$ cat config.mk
export PLATFORM = sky130hd
export DESIGN_NAME = crush_param_ctrl
export DESIGN_NICKNAME = d
export VERILOG_FILES = /design/src/rtl/crush_param_ctrl_pkg.sv /design/src/rtl/crush_scale_map.sv /design/src/rtl/crush_param_ctrl.sv
export SDC_FILE = /design/constraint.sdc
export NUM_CORES = 1
export LEC_CHECK = 0
export CELL_PAD_IN_SITES_DETAIL_PLACEMENT = 1
export CELL_PAD_IN_SITES_GLOBAL_PLACEMENT = 1
export CORE_MARGIN = 4
export CORE_UTILIZATION = 29
export DETAILED_ROUTE_END_ITERATION = 8
export PLACE_DENSITY = 0.95
export SLEW_MARGIN = 20
export SYNTH_ARGS = -nofsm -noshare
export SYNTH_HDL_FRONTEND = slang
export SYNTH_SLANG_ARGS = --single-unit
$ cat constraint.sdc
create_clock -name clk -period 2.65 [get_ports clk]
set_input_delay 0.3975 -clock clk [delete_from_list [all_inputs] [get_ports clk]]
set_output_delay 0.3975 -clock clk [all_outputs]
set_load 0.02 [all_outputs]
$ cat src/rtl/crush_param_ctrl_pkg.sv
// Shared video-effects definitions for the crush parameter controller: FSM states,
// pressure-mapping constants and committed-output reset values.
package crush_param_ctrl_pkg;

   typedef enum logic [2:0] {
      StIdle,
      StMap,
      StDivReq,
      StDivWait,
      StCommit
   } crush_state_e;

   // Pressure-to-factor mapping constants
   localparam logic [6:0] MapThresh = 7'd25;
   localparam logic [8:0] MapOffset = 9'd49;

   // Committed-output reset values: unity scale and the matching inverse
   localparam logic [7:0] ScaleReset = 8'd255;
   localparam logic [7:0] InvReset   = 8'd16;

   function automatic logic [7:0] sat8(input logic [31:0] value);
      return (value > 32'd255) ? 8'hFF : value[7:0];
   endfunction

endpackage

$ cat src/rtl/crush_scale_map.sv
// Combinational pressure-to-scale-factor mapping; the result is never zero, so it is
// always a safe divisor.
module crush_scale_map
   import crush_param_ctrl_pkg::*;
(
   input  logic [9:0] pressure,
   output logic [7:0] factor,
   output logic       shft
);

   logic [8:0] wide;

   always_comb begin
      wide = 9'd0;
      shft = 1'b0;
      if (pressure[9:8] != 2'b00) begin
         // High range: shift mode, coarse factor from the low byte
         wide = {1'b1, ~pressure[7:0]} >> pressure[9:8];
         shft = 1'b1;
      end else if (pressure[7]) begin
         wide = {4'b0000, ~pressure[6:2]} + MapOffset;
      end else if (pressure[6:0] > MapThresh) begin
         wide = {1'b0, ~pressure[6:0], 1'b0} + MapOffset;
      end else begin
         wide = 9'd255;
      end
      factor = wide[7:0];
   end

endmodule

$ cat src/rtl/crush_param_ctrl.sv
// Per-frame crush parameter update: samples pressure at the vblank trigger, maps it to a
// scale factor, obtains the inverse from an external divider and commits all three atomically.
module crush_param_ctrl
   import crush_param_ctrl_pkg::*;
#(
   parameter logic [10:0] TRIG_H   = 11'd80,
   parameter logic [9:0]  TRIG_V   = 10'd721,
   parameter logic [9:0]  ABORT_V  = 10'd0,
   parameter logic [31:0] DIVIDEND = 32'hFFF
) (
   input  logic        clk,
   input  logic        rst,
   input  logic [10:0] h_count_in,
   input  logic [9:0]  v_count_in,
   input  logic [9:0]  pressure,
   output logic [31:0] div_dividend,
   output logic [31:0] div_divisor,
   output logic        div_start,
   input  logic        div_busy,
   input  logic [31:0] div_quotient,
   input  logic        div_valid,
   output logic [7:0]  scale_fact,
   output logic [7:0]  inverse_scale_fact,
   output logic        scale_shft,
   output logic        update_pulse,
   output logic        div_timeout
);

   crush_state_e state_q, state_d;

   logic [9:0] pressure_q;
   logic [7:0] stage_factor_q;
   logic       stage_shft_q;
   logic [7:0] stage_inv_q;
   logic [7:0] scale_fact_q;
   logic [7:0] inv_fact_q;
   logic       scale_shft_q;
   logic       timeout_q;

   logic [7:0] map_factor;
   logic       map_shft;

   logic trigger;
   logic abort_line;
   logic capture_en;
   logic map_en;
   logic result_en;
   logic commit_en;
   logic abort_en;

   assign trigger    = (h_count_in == TRIG_H) && (v_count_in == TRIG_V);
   assign abort_line = (v_count_in == ABORT_V);

   crush_scale_map u_scale_map (
      .pressure (pressure_q),
      .factor   (map_factor),
      .shft     (map_shft)
   );

   always_ff @(posedge clk) begin
      if (rst) begin
         state_q <= StIdle;
      end else begin
         state_q <= state_d;
      end
   end

   always_comb begin
      state_d = state_q;
      case (state_q)
         StIdle: begin
            if (trigger) state_d = StMap;
         end
         StMap: begin
            state_d = StDivReq;
         end
         StDivReq: begin
            if (abort_line)     state_d = StIdle;
            else if (!div_busy) state_d = StDivWait;
         end
         StDivWait: begin
            if (abort_line)     state_d = StIdle;
            else if (div_valid) state_d = StCommit;
         end
         StCommit: begin
            state_d = StIdle;
         end
         default: begin
            state_d = StIdle;
         end
      endcase
   end

   always_comb begin
      capture_en   = 1'b0;
      map_en       = 1'b0;
      result_en    = 1'b0;
      commit_en    = 1'b0;
      abort_en     = 1'b0;
      div_start    = 1'b0;
      update_pulse = 1'b0;
      case (state_q)
         StIdle: begin
            capture_en = trigger;
         end
         StMap: begin
            map_en = 1'b1;
         end
         StDivReq: begin
            // An abort on the same cycle wins; never launch a divide that will be dropped
            abort_en  = abort_line;
            div_start = !abort_line && !div_busy;
         end
         StDivWait: begin
            abort_en  = abort_line;
            result_en = !abort_line && div_valid;
         end
         StCommit: begin
            commit_en    = 1'b1;
            update_pulse = 1'b1;
         end
         default: begin
         end
      endcase
   end

   always_ff @(posedge clk) begin
      if (rst) begin
         pressure_q     <= 10'd0;
         stage_factor_q <= 8'd0;
         stage_shft_q   <= 1'b0;
         stage_inv_q    <= 8'd0;
         scale_fact_q   <= ScaleReset;
         inv_fact_q     <= InvReset;
         scale_shft_q   <= 1'b0;
         timeout_q      <= 1'b0;
      end else begin
         if (capture_en) pressure_q <= pressure;
         if (map_en) begin
            stage_factor_q <= map_factor;
            stage_shft_q   <= map_shft;
         end
         if (result_en) stage_inv_q <= sat8(div_quotient);
         if (commit_en) begin
            scale_fact_q <= stage_factor_q;
            inv_fact_q   <= stage_inv_q;
            scale_shft_q <= stage_shft_q;
         end
         if (abort_en) timeout_q <= 1'b1;
      end
   end

   assign div_dividend       = DIVIDEND;
   assign div_divisor        = {24'd0, stage_factor_q};
   assign scale_fact         = scale_fact_q;
   assign inverse_scale_fact = inv_fact_q;
   assign scale_shft         = scale_shft_q;
   assign div_timeout        = timeout_q;

endmodule
==> impl_summary.log <==
INFO  metric status = completed
INFO  metric final_common_cell = sky130_fd_sc_hd__clkdlybuf4s50_1
INFO  metric seq_power_share = ~47%
INFO  metric final_antenna_net_count = 0
INFO  metric swShare = 28.2%
INFO  metric area_used_by_multi_input_combinational_logic = around 1500 um2
INFO  metric ctsLongestPathBuffers = 2
INFO  metric fin_util = approximately 40%
INFO  metric cts_setup_buffers = 0
INFO  metric gr-usage-all-layers = roughly 14%
INFO  metric floorplan.core_area = around 9300 um2
INFO  metric n_antenna_cell = 0
INFO  metric crit_type = in2out
INFO  metric finalWorstSetupSlack = 0.231 ns
INFO  metric first_global_vias = 2664
INFO  metric initial_core_util = between 20% and 30%
INFO  metric routed_wire_length_per_instance = approximately 15 um
INFO  metric post-route-drc-count = 0
INFO  metric clk_pin_slew = 0.09 ns
INFO  metric ordered_cell_list_for_the_critical_path = clkdlybuf4s50_1 > nor3_1 > nand4b_1 > nand2_1 > nor3_1 > clkdlybuf4s50_1
INFO  metric post_cts_hold_buffer_count = 0
INFO  metric final_worst_path_period_share = 91.3%
INFO  metric p_per_area = ~440 nW/um2
INFO  metric grt_overflow = 0
INFO  metric worst_hold_path.num_cells = 2
INFO  metric post_synth.cell_area_avg = about 8.2 um2
INFO  metric hpwlAfterDp = between 6000 and 7000 um
INFO  metric tritoncts = built
INFO  metric synth-edff-count = 0
INFO  metric reg2reg_slack = around 0.71 ns
INFO  metric worst_hold_path_type = reg2reg
INFO  metric hp-start = inverse_scale_fact[1]
INFO  metric synth_area = ~2800 um2
INFO  metric switching_power = roughly 0.46 mW
INFO  metric cts.root.buffer_cell = sky130_fd_sc_hd__clkbuf_8
INFO  metric io_buffer_count = between 90 and 100
INFO  metric muxShareOfSynthArea = approximately 2.3%
INFO  metric yosys.area_share.simple = between 20% and 30%
INFO  metric htree_levels = 2
INFO  metric finalWirelength = between 8000 and 9000 um
INFO  metric die-width = 106 um
INFO  metric post_drt_via_cell_ratio = around 4.7
INFO  metric clock_power_share = roughly a third
INFO  metric combinationalPowerShare = approximately a fifth
INFO  metric startpoint_kind_of_the_worst_setup_timing_path = input pin
INFO  metric total_of_endpoints_with_negative_setup_slack_in_the_final_report = 0
INFO  metric seq_area = 961 um2
INFO  metric row_count = 35
INFO  metric antenna_found_initial = 0
INFO  metric via_count = 2631
INFO  metric tritoncts.num_buffers = 5
INFO  metric ys_ff_latch = 48
INFO  metric worstSetupEndpointType = primary output
INFO  metric critPathMaxFanout = 2
INFO  metric rsz_0062_raised_after_global_routing = false
INFO  metric top_library_cells_by_usage_in_the_layout_fill_and_taps_aside = 94 x sky130_fd_sc_hd__clkdlybuf4s50_1, 56 x sky130_fd_sc_hd__conb_1, 48 x sky130_fd_sc_hd__dfxtp_1
INFO  metric ff2ff_path_depth = 5
INFO  metric p_int = approximately 1.2 mW
INFO  metric critPathMaxStageDelay = 0.55 ns
INFO  metric synth.yosys.seq_area_share = 34.6%
INFO  metric worst_setup_path_startpoint = v_count_in[4]
INFO  metric drt_iter0_drc = around 140
INFO  metric achievable-frequency = between 400 and 500 MHz
INFO  metric finalWorstPathRequiredPeriod = about 2.4 ns
INFO  metric timing.rr.end = stage_factor_q[1]
INFO  metric drv_slew = 0
INFO  metric synth-compound-area-share = between 10% and 20%
INFO  metric finish.cell_count_without_fillers = between 500 and 600
INFO  metric grt_pass1_wl = around 13000 um
INFO  metric worst_path_max_delay_cell = sky130_fd_sc_hd__clkdlybuf4s50_1
INFO  metric worst_skew_pair.late_latency = just over 0.3 ns
INFO  metric timing.final.hold_violations = 0
INFO  metric p_leak = roughly 1.4 nW
INFO  metric synthesis_to_layout_area_growth = 34.6%
INFO  metric floorplan.die_area = approximately 11000 um2
INFO  metric cts_num_sinks = 48
INFO  metric synth_warnings = 0
INFO  metric finClkSkew = roughly 0.0074 ns
INFO  metric synth-async-reset-ratio = 0%
INFO  metric cap_viol_max_count = 0
INFO  metric cp_data_arrival_time = ~2 ns
INFO  metric synth_top_family_by_area = simple AND/OR/NAND/NOR gates
INFO  metric synth-adder-area-share = between 2 and 2.5%
INFO  metric num-fill-cells = approximately 1100
INFO  metric cts.repair.resized = 0
INFO  metric reg2reg_from = pressure_q[4]
INFO  metric synth-main-ff-cell = sky130_fd_sc_hd__dfxtp_1
INFO  metric drive_above_1_share = roughly 5.4%
INFO  metric i_o_pin_count = 151
INFO  metric synth_xor_area_share = between 1.5 and 2%
INFO  metric required_time_of_the_critical_path = between 2 and 2.5 ns
INFO  metric synth_cell_type_count = 52
INFO  metric min_hold_slack = between 0.4 and 0.5 ns
INFO  metric dpl_worst_slack = about 0.21 ns
INFO  metric first_pass_iteration_count_of_the_detailed_router = 4
INFO  metric nets = about 500
INFO  metric placed_cells_incl_taps = around 550
INFO  metric peakVddDrop = ~0.00019 V
INFO  metric post_synth_inst_count = between 300 and 400
INFO  metric worst_slew_margin_rel = approximately 55%
INFO  metric worstHoldEndpoint = inverse_scale_fact[1]
INFO  metric gpl.final_weighted_congestion = around 0.8
INFO  metric totalNegativeSetupSlack = 0 ns
INFO  metric die_h = about 110 um
INFO  metric grt_start_max_net_pins = 28
INFO  metric tightest_slew = around 0.68 ns
[how the worst max path moves through the flow]
stage                              to  slack [ns]  cells after the start
finish                      div_start        0.23                      6
CTS                         div_start        0.22                      6
global placement            div_start        0.25                      6
global route                div_start        0.11                      6
floorplan           stage_factor_q[4]        0.94                      6
detailed placement          div_start        0.21                      6
[through the flow]
stage,total power [mW],cell area (um2)
floorplan,1.01,2980
global placement,1.10,3620
detailed placement,1.11,3620
CTS,1.66,3730
global route,1.72,3730
finish,1.64,3730
[sequential cells by signal, summed over array words and instances (netlist names)]
name,flops
stage_factor_q,8
scale_shft,1
scale_fact,8
stage_inv_q,8
inverse_scale_fact,8
pressure_q,10
stage_shft_q,1
state_q,3
div_timeout,1
[power by group through the flow]
stage | registers (mW) | clock network [mW] | logic (mW)
after CTS | 0.768 | 0.560 | 0.328
after global routing | 0.772 | 0.592 | 0.353
after global placement | 0.784 | 0 | 0.318
after floorplan | 0.794 | 0 | 0.213
after detailed placement | 0.785 | 0 | 0.327
final | 0.768 | 0.545 | 0.329
[layout make-up]
type                    count  area share [%]
clock inverters             3            1.27
clock buffers               5            1.84
well taps                 129            4.32
repair buffers            101            26.6
multi-input cells         263            39.5
inverters                   7           0.704
flip-flops and latches     48            25.7
[layer usage]
metal	wire length [um]	track usage, %	vias up
met1	3360	16.5	1246
li1	-	-	1269
met2	4130	26.0	104
met4	133	4.72	0
met3	480	2.33	12
met5	0	0	-
[synth_stat cells, types with 2 or more instances]
cell	number	share of area, %
sky130_fd_sc_hd__buf_4	58	16
sky130_fd_sc_hd__dfxtp_1	48	35
sky130_fd_sc_hd__nand2_1	43	5.8
sky130_fd_sc_hd__a21oi_1	30	5.4
sky130_fd_sc_hd__o21ai_0	22	4.0
sky130_fd_sc_hd__clkbuf_1	13	1.8
sky130_fd_sc_hd__nand3_1	12	2.2
sky130_fd_sc_hd__nand4_1	12	2.7
sky130_fd_sc_hd__nor2_1	11	1.5
sky130_fd_sc_hd__nor3_1	8	1.4
sky130_fd_sc_hd__nor4_1	8	1.8
sky130_fd_sc_hd__o221a_1	8	3.2
sky130_fd_sc_hd__ha_1	5	2.3
sky130_fd_sc_hd__inv_1	5	0.68
sky130_fd_sc_hd__mux2i_1	4	1.4
sky130_fd_sc_hd__buf_2	3	0.54
sky130_fd_sc_hd__nor2b_1	3	0.68
sky130_fd_sc_hd__nor4b_1	3	0.95
sky130_fd_sc_hd__xnor2_1	3	0.95
sky130_fd_sc_hd__a221oi_1	2	0.63
sky130_fd_sc_hd__and4_1	2	0.63
sky130_fd_sc_hd__clkinv_1	2	0.27
sky130_fd_sc_hd__conb_1	2	0.27
sky130_fd_sc_hd__nand2b_1	2	0.45
sky130_fd_sc_hd__o32ai_1	2	0.63
sky130_fd_sc_hd__or3b_2	2	0.63
sky130_fd_sc_hd__xor2_1	2	0.63
[logic make-up after synthesis]
| kind of cell | after synthesis |
|---|---|
| AND/OR/NAND/NOR | 116 |
| adder cells (fa/ha/maj) | 5 |
| other | 2 |
| AO/OA/AOI/OAI | 76 |
| multiplexers | 5 |
| XOR/XNOR | 5 |
| flip-flops | 48 |
| buffers and inverters | 83 |
[worst max-delay path: cells and delay by family]
family                 cells  cell delay, ns
buffers and inverters      2            0.97
AND/OR/NAND/NOR            4            0.66
Note: power is estimated with default switching activity, not from simulation.
